[src/rtl/writeback_unit.sv]
// rtl/writeback_unit.sv - final pipeline stage driving the register-file write port
//
// Purpose:
//   Accepts one retiring instruction per handshake. Selects the write-back source
//   (ALU, load data, PC+4, CSR). Loads wait for the data-memory response, which is
//   then aligned and extended by func3. Upstream is stalled while a load is outstanding.
//
// Ports:
//   clk, reset (async active-low)
//   in_valid / in_ready                : instruction handshake
//   rd, reg_wr_in, wb_sel, func3       : instruction control
//   alu_result, pc_plus4, csr_rdata    : result sources (alu_result is the load byte address)
//   mem_rvalid, mem_rdata              : data-memory load response
//   reg_wr, address_wr, wb_out         : registered register-file write port
//   stall, load_err                    : load outstanding / load timeout pulse
//
// Optional feature (macro WB_FWD_EN):
//   rs1_addr, rs2_addr, rf_rdata1, rf_rdata2 in; fwd_rdata1, fwd_rdata2 out.
//   Combinational bypass of the current write into the decode read data.
module writeback_unit #(
  parameter int WIDTH        = 32,
  parameter int LOAD_TIMEOUT = 15
) (
  input  logic             clk,
  input  logic             reset,
  input  logic             in_valid,
  output logic             in_ready,
  input  logic [4:0]       rd,
  input  logic             reg_wr_in,
  input  logic [1:0]       wb_sel,
  input  logic [2:0]       func3,
  input  logic [WIDTH-1:0] alu_result,
  input  logic [WIDTH-1:0] pc_plus4,
  input  logic [WIDTH-1:0] csr_rdata,
  input  logic             mem_rvalid,
  input  logic [WIDTH-1:0] mem_rdata,
  output logic             reg_wr,
  output logic [4:0]       address_wr,
  output logic [WIDTH-1:0] wb_out,
  output logic             stall,
  output logic             load_err
`ifdef WB_FWD_EN
  ,
  input  logic [4:0]       rs1_addr,
  input  logic [4:0]       rs2_addr,
  input  logic [WIDTH-1:0] rf_rdata1,
  input  logic [WIDTH-1:0] rf_rdata2,
  output logic [WIDTH-1:0] fwd_rdata1,
  output logic [WIDTH-1:0] fwd_rdata2
`endif
);

  localparam int CW = (LOAD_TIMEOUT < 1) ? 1 : $clog2(LOAD_TIMEOUT + 1);
  localparam logic [CW-1:0] TO_MAX = CW'(LOAD_TIMEOUT);

  typedef enum logic {IDLE = 1'b0, WAIT_MEM = 1'b1} state_t;

  state_t          state, next_state;
  logic [CW-1:0]   cnt, cnt_d;
  logic            capture;

  // Pending load context, latched at accept time.
  logic [4:0]      ld_rd_q;
  logic            ld_wr_q;
  logic [2:0]      ld_func3_q;
  logic [1:0]      ld_off_q;

  logic            wr_d, err_d;
  logic [4:0]      addr_d;
  logic [WIDTH-1:0] data_d;
  logic [WIDTH-1:0] src_data;
  logic [WIDTH-1:0] load_data;
  logic [7:0]      ld_byte;
  logic [15:0]     ld_half;

  assign in_ready = (state == IDLE);
  assign stall    = (state == WAIT_MEM);

  always_comb begin
    src_data = alu_result;
    case (wb_sel)
      2'b10:   src_data = pc_plus4;
      2'b11:   src_data = csr_rdata;
      default: src_data = alu_result;
    endcase
  end

  // Halfword selection uses only off[1]; misaligned halves are not split.
  always_comb begin
    ld_byte   = mem_rdata[{ld_off_q, 3'b000} +: 8];
    ld_half   = mem_rdata[{ld_off_q[1], 4'b0000} +: 16];
    load_data = mem_rdata;
    case (ld_func3_q)
      3'b000:  load_data = {{(WIDTH-8){ld_byte[7]}}, ld_byte};
      3'b100:  load_data = {{(WIDTH-8){1'b0}}, ld_byte};
      3'b001:  load_data = {{(WIDTH-16){ld_half[15]}}, ld_half};
      3'b101:  load_data = {{(WIDTH-16){1'b0}}, ld_half};
      default: load_data = mem_rdata;
    endcase
  end

  // Next-state and next write-port values. address_wr/wb_out default to their
  // current values so they hold whenever no write is committed.
  always_comb begin
    next_state = state;
    cnt_d      = cnt;
    capture    = 1'b0;
    wr_d       = 1'b0;
    err_d      = 1'b0;
    addr_d     = address_wr;
    data_d     = wb_out;
    case (state)
      IDLE: begin
        cnt_d = '0;
        if (in_valid) begin
          if (wb_sel == 2'b01) begin
            capture    = 1'b1;
            next_state = WAIT_MEM;
          end else begin
            wr_d = reg_wr_in && (rd != 5'd0);
            if (wr_d) begin
              addr_d = rd;
              data_d = src_data;
            end
          end
        end
      end
      WAIT_MEM: begin
        // A response arriving on the timeout cycle still completes the load.
        if (mem_rvalid) begin
          next_state = IDLE;
          cnt_d      = '0;
          wr_d       = ld_wr_q;
          if (ld_wr_q) begin
            addr_d = ld_rd_q;
            data_d = load_data;
          end
        end else if (cnt == TO_MAX) begin
          next_state = IDLE;
          cnt_d      = '0;
          err_d      = 1'b1;
        end else begin
          cnt_d = cnt + 1'b1;
        end
      end
      default: begin
        next_state = IDLE;
        cnt_d      = '0;
      end
    endcase
  end

  always_ff @(posedge clk or negedge reset) begin
    if (!reset) begin
      state <= IDLE;
      cnt   <= '0;
    end else begin
      state <= next_state;
      cnt   <= cnt_d;
    end
  end

  always_ff @(posedge clk or negedge reset) begin
    if (!reset) begin
      ld_rd_q    <= '0;
      ld_wr_q    <= 1'b0;
      ld_func3_q <= '0;
      ld_off_q   <= '0;
    end else if (capture) begin
      ld_rd_q    <= rd;
      ld_wr_q    <= reg_wr_in && (rd != 5'd0);
      ld_func3_q <= func3;
      ld_off_q   <= alu_result[1:0];
    end
  end

  always_ff @(posedge clk or negedge reset) begin
    if (!reset) begin
      reg_wr     <= 1'b0;
      address_wr <= '0;
      wb_out     <= '0;
      load_err   <= 1'b0;
    end else begin
      reg_wr     <= wr_d;
      address_wr <= addr_d;
      wb_out     <= data_d;
      load_err   <= err_d;
    end
  end

`ifdef WB_FWD_EN
  assign fwd_rdata1 = (reg_wr && (address_wr == rs1_addr) && (rs1_addr != 5'd0)) ? wb_out : rf_rdata1;
  assign fwd_rdata2 = (reg_wr && (address_wr == rs2_addr) && (rs2_addr != 5'd0)) ? wb_out : rf_rdata2;
`endif

endmodule

[config.mk]
export PLATFORM = sky130hd
export DESIGN_NAME = writeback_unit
export DESIGN_NICKNAME = d
export VERILOG_FILES = /design/src/rtl/writeback_unit.sv
export SDC_FILE = /design/constraint.sdc
export NUM_CORES = 1
export LEC_CHECK = 0
export ABC_CLOCK_PERIOD_IN_PS = 2400
export CORE_ASPECT_RATIO = 2
export CORE_UTILIZATION = 40
export DETAILED_ROUTE_END_ITERATION = 16
export PLACE_DENSITY = 0.78
export SYNTH_ARGS = -nofsm -noshare
export SYNTH_HDL_FRONTEND = slang
export SYNTH_SLANG_ARGS = --single-unit
export TNS_END_PERCENT = 1
[constraint.sdc]
create_clock -name clk -period 2.4 [get_ports clk]
set_input_delay 0.48 -clock clk [delete_from_list [all_inputs] [get_ports clk]]
set_output_delay 0.48 -clock clk [all_outputs]
set_load 0.005 [all_outputs]
After elaboration in Yosys (flattened, before gate mapping):

Index checks and enable logic that the tools add are counted.

* equal/unequal tests: 12
* muxes and demuxes: 30
* bitwise gates (word level): 1
* $add $sub $neg: 1
* shift-type cells: 2
* reduce and logical (&&, ||, !) cells: 4

Operators by type and width (count)
* 32-bit two-way mux: 5
* 32-bit one-hot mux with 2 select lines: 2
* 32-bit one-hot mux with 4 select lines: 1
* 32-bit by 6-bit variable part select with 16-bit output: 1
* 32-bit by 6-bit variable part select with 8-bit output: 1
* 5-bit two-way mux: 5
* 1-bit two-way mux: 11
* 5-bit one-hot mux with 2 select lines: 1
* 4-bit two-way mux: 2
* 4-bit one-hot mux with 2 select lines: 1
* 3-bit equality test (second input constant): 2
* 2-bit != test (second input constant): 3
* 5-bit AND reduction: 1
* 5-bit nonzero test: 1
* 4-bit by 1-bit adder with 4-bit output (second input constant): 1
* 2-bit equality test (second input constant): 2
* 4-bit equality test (second input constant): 1
* 2-bit by 1-bit != test with 1-bit output (second input constant): 2
* 1-bit one-hot mux with 2 select lines: 2
* 3-bit by 1-bit equality test with 1-bit output (second input constant): 1
* 3-bit zero test: 1
* 2-bit by 1-bit equality test with 1-bit output (second input constant): 1
* 1-bit logical AND: 1
* 1-bit inverter: 1

* word-level logic and storage cells: 60
* flip-flop bits (word level): 55
* output and inout port bits: 41
* bits of input ports: 143

Longest topological paths before layout:

Gate-level depths: netlist of run 1.

* depth after elaboration: 6
* mapped depth: 6
* depth with buffers taken out: 5

Worst setup path after synthesis of run 1:

No wires, ideal clock.

* path kind: in2reg
* from: in rd[2]
* to: reg address_wr[0]
* slack: 0.290 ns
* path buffers: 1
* stages on the path: 6
* arrival time: 1.985 ns
* cells stage by stage: or4_1 o21a_1 buf_6 a21oi_4 inv_4 mux2_4

* cells in the longest elaborated chain, start to end: 4

RTL lines
* from (decl): RTL line 28 `input logic [4:0] rd,`
* 5-bit nonzero test: RTL line 120 `wr_d = reg_wr_in && (rd != 5'd0);`
* 1-bit logical AND: RTL line 120
* 2-bit by 1-bit != test with 1-bit output (no source line)
* 5-bit AND reduction (no source line)
* to (signal assigned): RTL line 185 `address_wr <= addr_d;`
* to (decl): RTL line 38 `output logic [4:0] address_wr,`

Every way passes these cells.
A chain may end at the register's enable or synchronous reset.

Final worst setup path of run 1:

Ends and elaborated chain as after synthesis.

==> metrics, run 1 <==
critical path class=in2reg; commonest non-fill, non-tap cell in the layout=clkdlybuf4s50_1; setup TNS=0 ps; root buffer cell=clkbuf_16; die area=10200 sq um; synthesized flop and latch total=55; Initial Util=41.4%; Slew HR=29.9%; Peak supply drop=0.405 mV; Worst path slowest cell=or4_1; measured slew at the worst slew-check pin=1050 ps; DRT iter0 DRCs=344; Synth top area share=35.2%; DIE WIDTH=71.9 um; Post-Route Skew=4.93 ps; max-cap violations=0; Adder-Cell Fraction of Synth Area=0.320%; Data arrival, critical path=2360 ps; Total GRT Usage=28.8%; Ys Warns=0; Yosys top cell by area=dfrtp_1; Post-route DRC=0; P per Cell Area=616 nW/um^2; wire length per cell=19.0 um; largest family of logic cells by synthesized area=compound AO/OA/AOI/OAI gates; Final min period=2170 ps; Largest delay share family, worst path=simple AND/OR/NAND/NOR gates; total congestion overflow=0; CP required=2590 ps; CP Max Fanout=7; Vias=4336; Simple-Gate Fraction of Synth Area=14.8%; Fin. Hold Viols=0; Tcrit/Tclk final=90.4%; CP endpoint kind=register; Peak Freq=461 MHz; first-pass iteration count of the detailed router=4; CP Launch Type=primary input; sequential area share after synthesis=35.2%; global placer's final weighted congestion=0.993; outcome=finished clean; Via density=5.68; CTS tree=built; H-tree depth=2; vias in the first global route=4628; Clock Sinks=55; max incr delay on CP=580 ps; Clk Latency, worst-skew pair=300 ps; Finish-stage setup viols=0; Layout Cells excl Fill=763; Reg clk slew, reported paths=70 ps; Mapped Cells=461; cell chain of the critical path=clkdlybuf4s50_1 -> or4_1 -> o21a_1 -> a21oi_4 -> inv_4 -> mux2_4; Final HPWL DP=11.3 mm; Area Overhead vs Synth=55.9%; XOR/XNOR share of the synthesized area=0.224%; initial antenna violation count=0; Slew Limit Fails=0; pin count of the biggest net entering global routing=37; total power draw=3.75 mW; post-synthesis compound-gate area fraction=28.4%; Post-CTS Hold Buffers=0; WP buf/inv=2; RSZ-0062 raised after global routing=no; Antenna Cells=0; syn avg cell area=8.48 sq um; # port buffers=183; Nets=776; TritonCTS Buffers=5; share of layout cells above drive strength 1=9.16%; clock buffer depth=2; Tightest Hold Check Type=in2async; mux contribution to synthesized area=15.8%; synth top area cells=dfrtp_1 (35%), mux2i_1 (11%), o211ai_1 (6.9%), nand2_1 (6.5%), a211oi_1 (4.8%); dpl cells=755; routed wire length=14.5 mm; most frequent cells in the layout=clkdlybuf4s50_1 (180), nand2_1 (68), dfrtp_1 (54); post-route ant nets=0; Cell Area, Synth=3910 sq um; Synth cell types=45; LEAKAGE=2.47 nW; DIE HEIGHT=142 um; Rows=50; Core Area=9450 sq um; first-pass GRT wire length=22.5 mm; Synth Net Count=605; io pins=184
## cell usage after synthesis, drive strengths merged
library cell  count
o31ai            16
a211oi           25
a21oi            27
xnor2             1
nor2             45
a211o             6
nor3b             2
o221ai            8
nor4              1
nand2b            7
nand3b            1
nand2            68
nor2b             4
a31oi             5
o21ai            22
or4               1
and3              1
nand4             1
a32oi             1
o311ai            1
mux2i            44
nand3             3
buf              11
mux2             14
a221oi            4
ha                1
o21a              1
a21o              1
o22ai             2
dfrtp            55
or2               1
or3b              1
inv               6
o211ai           36
clkinv            1
o31a              4
a311oi            1
clkbuf           32
## power breakdown
group	switching, mW	leakage (nW)	internal (mW)
logic	0.714	1.73	0.950
registers	0.192	0.674	1.16
clock network	0.353	0.0658	0.386
total	1.26	2.47	2.49
## metrics by stage
step | util [%] | instance area, sq um | setup WS, ps | hold WS (ps)
after global routing | 64.5 | 6100 | 142 | 124
after floorplan | - | 3910 | 290 | 184
after CTS | 64.5 | 6090 | 142 | 116
after global placement | 62.9 | 5940 | -64.2 | 427
final | 64.5 | 6100 | 231 | 106
after detailed placement | 62.9 | 5940 | -136 | 434
## cells by family (layout without fill, tap and decap cells)
| group | after synthesis | after routing |
|---|---|---|
| xor gates and xnor gates | 1 | 1 |
| and+or+nand+nor | 136 | 136 |
| muxes | 58 | 58 |
| DFF | 55 | 55 |
| AOI/OAI and AO/OA | 160 | 160 |
| buffers and inverters | 50 | 222 |
| adders and majority gates | 1 | 1 |
## registers in the layout, summed over array words and instances (netlist names), 2 cells and up
name        flops
ld_off_q        2
address_wr      5
cnt             4
wb_out         32
ld_rd_q         5
ld_func3_q      3
## layout make-up
cell class	instances	area [sq um]
Multi-Input combinational cell	356	2350
Timing Repair Buffer	207	2030
Sequential cell	55	1380
Tap cell	130	163
Fill cell	812	3350
Clock buffer	5	125
Inverter	7	28.8
Clock inverter	3	20.0
## timing repair
item | in CTS | in global routing
resized for setup | 0 | 1
endpoints found under the setup margin | 0 | 3
endpoints found under the hold margin | 0 | 0
setup buffers | 0 | 0
## path summary, 6_finish.rpt
check / cells past startpoint / startpoint / slack (ps) / endpoint
worst max-delay path: 6 / rd[2] / 230 / address_wr[0]$_DFFE_PN0P_
worst min-delay path: 1 / reset / 110 / wb_out[1]$_DFFE_PN0P_
worst max register to register: 4 / ld_func3_q[1]$_DFFE_PN0P_ / 300 / wb_out[20]$_DFFE_PN0P_
worst min register to register: 2 / ld_rd_q[4]$_DFFE_PN0P_ / 480 / ld_rd_q[4]$_DFFE_PN0P_
max in group asynchronous: 2 / reset / 1640 / wb_out[10]$_DFFE_PN0P_
min in group clk: 2 / ld_rd_q[4]$_DFFE_PN0P_ / 480 / ld_rd_q[4]$_DFFE_PN0P_
## layer usage
metal / up-vias / part of all wire [%] / track usage, %
met2: 185 / 56 / 55.1
met5: - / 0 / 0
met1: 2064 / 35 / 28.7
met4: 0 / 4.3 / 15.1
met3: 38 / 4.8 / 4.55
li1: 2049 / - / -
(Power assumes the default switching activity.)
==> inputs of run 2 (changes only) <==
Settings changed: GPL_TIMING_DRIVEN set to 0, PLACE_DENSITY 0.78 to not set, PLACE_DENSITY_LB_ADDON set to 0.2.
==> metrics, run 2 (synthesized netlist as in run 1, its figures left out) <==
Fin. Hold Viols=0; share of layout cells above drive strength 1=7.19%; R2R depth=6; Slew HR=42.5%; Clock Sinks=55; worst r2r src=ld_func3_q[0]$_DFFE_PN0P_; setup TNS=-275 ps; Util after Layout=64.7%; Filler Cells Inserted=842; Nets=797; post-route ant nets=0; Clk Latency, worst-skew pair=300 ps; Initial Util=41.4%; CP Max Fanout=10; critical path depth in cells=7; TritonCTS Buffers=5; H-tree depth=2; Final min period=2460 ps; CTS tree=built; die area=10200 sq um; root buffer cell=clkbuf_16; CP required=2590 ps; total power draw=3.79 mW; initial antenna violation count=0; total congestion overflow=0; Finish-stage setup viols=7; Reg clk slew, reported paths=80 ps; met2 Usage GRT=61.2%; Peak supply drop=0.380 mV; wire length per cell=20.2 um; # port buffers=182; Total GRT Usage=31.5%; Via density=5.72; Final Instance Area=6110 sq um; crit path launch=rd[2]; met1 Track Usage GR=31.9%; layer with the highest usage=met2; measured slew at the worst slew-check pin=862 ps; WP buf/inv=3; placed cell area=5910 sq um; clock buffer depth=2; Tcrit/Tclk final=102%; dpl cells=774; io pins=184; GR Util met3=4.33%; max incr delay on CP=590 ps; DIE WIDTH=71.9 um; commonest non-fill, non-tap cell in the layout=clkdlybuf4s50_1; LEAKAGE=2.44 nW; Rows=50; DRT iter0 DRCs=241; Worst path slowest cell=or4_1; outcome=complete, but fails checks; max-cap violations=0; CP endpoint kind=register; first-pass iteration count of the detailed router=5; Tightest Hold Check Type=in2async; Antenna Cells=0; Vias=4481; Peak Freq=407 MHz; global placer's final weighted congestion=0.917; Post-Route Skew=4.88 ps; critical path class=in2reg; Fin Hold WS=207 ps; CP Launch Type=primary input; cell chain of the critical path=clkdlybuf4s50_1 -> or4_1 -> o21a_1 -> buf_6 -> a21oi_4 -> inv_4 -> mux2_4; pin count of the biggest net entering global routing=29; setup ws final=-59.7 ps; Largest delay share family, worst path=buffers and inverters; most frequent cells in the layout=clkdlybuf4s50_1 (181), nand2_1 (68), dfrtp_1 (55); max reg flops=32; Layout Cells excl Fill=784; P per Cell Area=621 nW/um^2; setup slack at placement=-507 ps; Final HPWL DP=12.9 mm; DIE HEIGHT=142 um; Data arrival, critical path=2650 ps; Core Area=9450 sq um; failing checks=negative setup slack; Post-route DRC=0; RSZ-0062 raised after global routing=yes; most flop-heavy register=wb_out; Area Overhead vs Synth=56.2%; vias in the first global route=4569; routed wire length=15.9 mm; first-pass GRT wire length=23.9 mm; Regs by FF count=wb_out x32, address_wr x5, ld_rd_q x5; Slew Limit Fails=0
[run 2: cell types whose count changed in the layout (fill, tap and decap cells not counted), sizes merged]
| cell | previous run | this run |
|---|---|---|
| inv | 6 | 7 |
| buf | 27 | 17 |
| clkinv | 2 | 1 |
| clkbuf | 5 | 35 |
| clkdlybuf4s50 | 180 | 181 |
[run 2: timing repair]
item,4_1_cts,5_1_grt
gates resized for setup,8,6
gates cloned,0,0
pin swaps,1,1
setup endpoints to repair,33,30
hold buffers,0,0
buffers inserted,0,3
[run 2: worst paths after layout]
check	to	slack (ps)
max	address_wr[3]$_DFFE_PN0P_	-60
min	address_wr[1]$_DFFE_PN0P_	210
max reg2reg	wb_out[7]$_DFFE_PN0P_	220
min reg2reg	ld_rd_q[4]$_DFFE_PN0P_	480
max in group asynchronous	wb_out[9]$_DFFE_PN0P_	1600
min in group clk	ld_rd_q[4]$_DFFE_PN0P_	480
[run 2: area by class of cell]
class | instances | area (sq um) | share of cell area [%]
Inverter | 7 | 28.8 | 0.471
Tap cell | 130 | 163 | 2.66
Buffer | 42 | 185 | 3.03
Clock inverter | 3 | 23.8 | 0.389
Timing Repair Buffer | 186 | 1860 | 30.4
Sequential cell | 55 | 1380 | 22.5
Clock buffer | 5 | 125 | 2.05
Multi-Input combinational cell | 356 | 2350 | 38.5
[run 2: worst register-to-register path, delay by kind of cell (launching register included)]
kind	cells	cell delay, ps
AOI/OAI and AO/OA	3	800
buffers and inverters	2	550
DFF	1	380
and+or+nand+nor	1	370
[run 2: layer usage]
metal / up-vias / share of wire, %
met5: - / 0
met4: 0 / 4.4
met3: 37 / 4.2
met2: 187 / 57
met1: 2166 / 35
li1: 2091 / -
[run 2: power by group]
group / internal [mW] / total, mW / switching, mW
Clock: 0.392 / 0.759 / 0.367
Combinational: 0.943 / 1.73 / 0.791
Sequential: 1.16 / 1.30 / 0.145
==> inputs of run 3 (changes only) <==
Settings changed: ABC_CLOCK_PERIOD_IN_PS 2400 to 2200, CORE_UTILIZATION 40 to 38.
Clock period 2.4 ns to 2.2 ns, I/O delays scaled along.
==> metrics, run 3 (synthesized netlist as in run 1, its figures left out) <==
setup slack at placement=-696 ps; outcome=finished clean; max reg flops=32; Fin Hold WS=192 ps; combinational share of power=43.6%; Area Overhead vs Synth=60.5%; Total GRT Usage=30.5%; CTS tree=built; Antenna Cells=0; die area=10700 sq um; post-route ant nets=0; most flop-heavy register=wb_out; R2R depth=5; root buffer cell=clkbuf_16; Initial Util=38.8%; Switching Share=32.3%; Post-route DRC=0; total congestion overflow=0; internal reg-to-reg setup slack=80 ps; wire length per cell=20.3 um; sw power=1.42 mW; commonest non-fill, non-tap cell in the layout=clkdlybuf4s50_1; Filler Cells Inserted=909; Final HPWL DP=12.9 mm; TritonCTS Buffers=5; LEAKAGE=2.55 nW; Peak supply drop=0.459 mV; Nets=802; CP Launch Type=primary input; global placer's final weighted congestion=0.953; Vias=4443; CP Max Fanout=10; Rows=52; CP required=2410 ps; dpl cells=779; vias in the first global route=4642; io pins=184; Layout Cells excl Fill=794; Storage cell area=1380 sq um; Finish-stage setup viols=0; Clock Sinks=55; Tightest Hold Check Type=in2async; Flop pwr share=32.5%; CP endpoint kind=register; Peak Freq=469 MHz; setup TNS=0 ps; clock buffer depth=2; most frequent cells in the layout=clkdlybuf4s50_1 (176), nand2_1 (68), dfrtp_1 (55); Slew Limit Fails=0; Final min period=2130 ps; P per Cell Area=700 nW/um^2; Post-Route Skew=5.46 ps; Tcrit/Tclk final=96.8%; Core Area=10100 sq um; Reg clk slew, reported paths=80 ps; DIE HEIGHT=145 um; # port buffers=182; initial antenna violation count=0; max-cap violations=0; first-pass GRT wire length=24.3 mm; DRT iter0 DRCs=213; pin count of the biggest net entering global routing=31; DIE WIDTH=73.7 um; first-pass iteration count of the detailed router=4; measured slew at the worst slew-check pin=871 ps; RSZ-0062 raised after global routing=yes; Slew HR=42.0%; Via density=5.60; setup ws final=69.5 ps; Regs by FF count=wb_out x32, address_wr x5, ld_rd_q x5; share of layout cells above drive strength 1=8.19%; critical path class=in2reg; routed wire length=16.1 mm; Internal=2.97 mW; Clk Latency, worst-skew pair=300 ps; Clock Power Share=23.9%; worst r2r src=ld_off_q[1]$_DFFE_PN0P_; Reg-to-Reg End=wb_out[3]$_DFFE_PN0P_; area of the multi-input gates=2360 sq um; Fin. Hold Viols=0; Data arrival, critical path=2340 ps; H-tree depth=2
## run 3: per-layer routing
metal | global-route usage [%] | share of wire, % | vias up
met1 | 31.3 | 35 | 2134
met2 | 58.8 | 58 | 171
met3 | 2.91 | 3.6 | 34
met4 | 13.6 | 3.7 | 0
met5 | 0 | 0 | -
li1 | - | - | 2104
## run 3: power by group through the flow
stage	registers, mW	logic, mW	clock network, mW
2_1_floorplan	1.43	0.835	0
3_3_place_gp	1.43	1.83	0
3_5_place_dp	1.44	1.85	0
4_1_cts	1.43	1.89	1.05
5_1_grt	1.45	2.06	1.08
6_report	1.43	1.91	1.05
## run 3: layout make-up
cell class / instances / area share [%]
Buffer: 43 / 3.87
Clock buffer: 6 / 2.05
Clock inverter: 2 / 0.957
Inverter: 7 / 0.498
Multi-Input combinational cell: 356 / 37.6
Sequential cell: 55 / 21.9
Tap cell: 135 / 2.69
Timing Repair Buffer: 190 / 30.4
## run 3: repair_timing
item	4_1_cts	5_1_grt
cloned	0	0
setup buffers	1	6
resized for setup	20	14
pin swaps	1	2
hold buffers	0	0
setup endpoints to repair	35	35
## run 3: worst max-delay path by stage
stage / to / from / cells after the start / slack, ps
after floorplan: address_wr[0]$_DFFE_PN0P_ / rd[2] / 6 / 130
after global placement: load_err$_DFF_PN0_ / reset / 1 / -1030
after detailed placement: in_ready / stall$_DFF_PN0_ / 5 / -700
after CTS: address_wr[4]$_DFFE_PN0P_ / rd[1] / 7 / -100
after global routing: wb_out[26]$_DFFE_PN0P_ / wb_sel[1] / 7 / -80
final: wb_out[26]$_DFFE_PN0P_ / wb_sel[1] / 7 / 70
## run 3: per-stage QoR
step / total power, mW / utilization (%) / area [sq um]
4_1_cts: 4.37 / 61.4 / 6190
3_3_place_gp: 3.26 / 58.5 / 5900
5_1_grt: 4.59 / 62.2 / 6280
2_1_floorplan: 2.26 / - / 3910
3_5_place_dp: 3.29 / 58.7 / 5920
6_report: 4.39 / 62.2 / 6280
## run 3: critical path: stages
cell,delay (ps)
clkdlybuf4s50_1,490
clkbuf_1,470
clkbuf_2,400
nor2_1,90
a21oi_1,150
nor2_1,60
o31ai_1,230
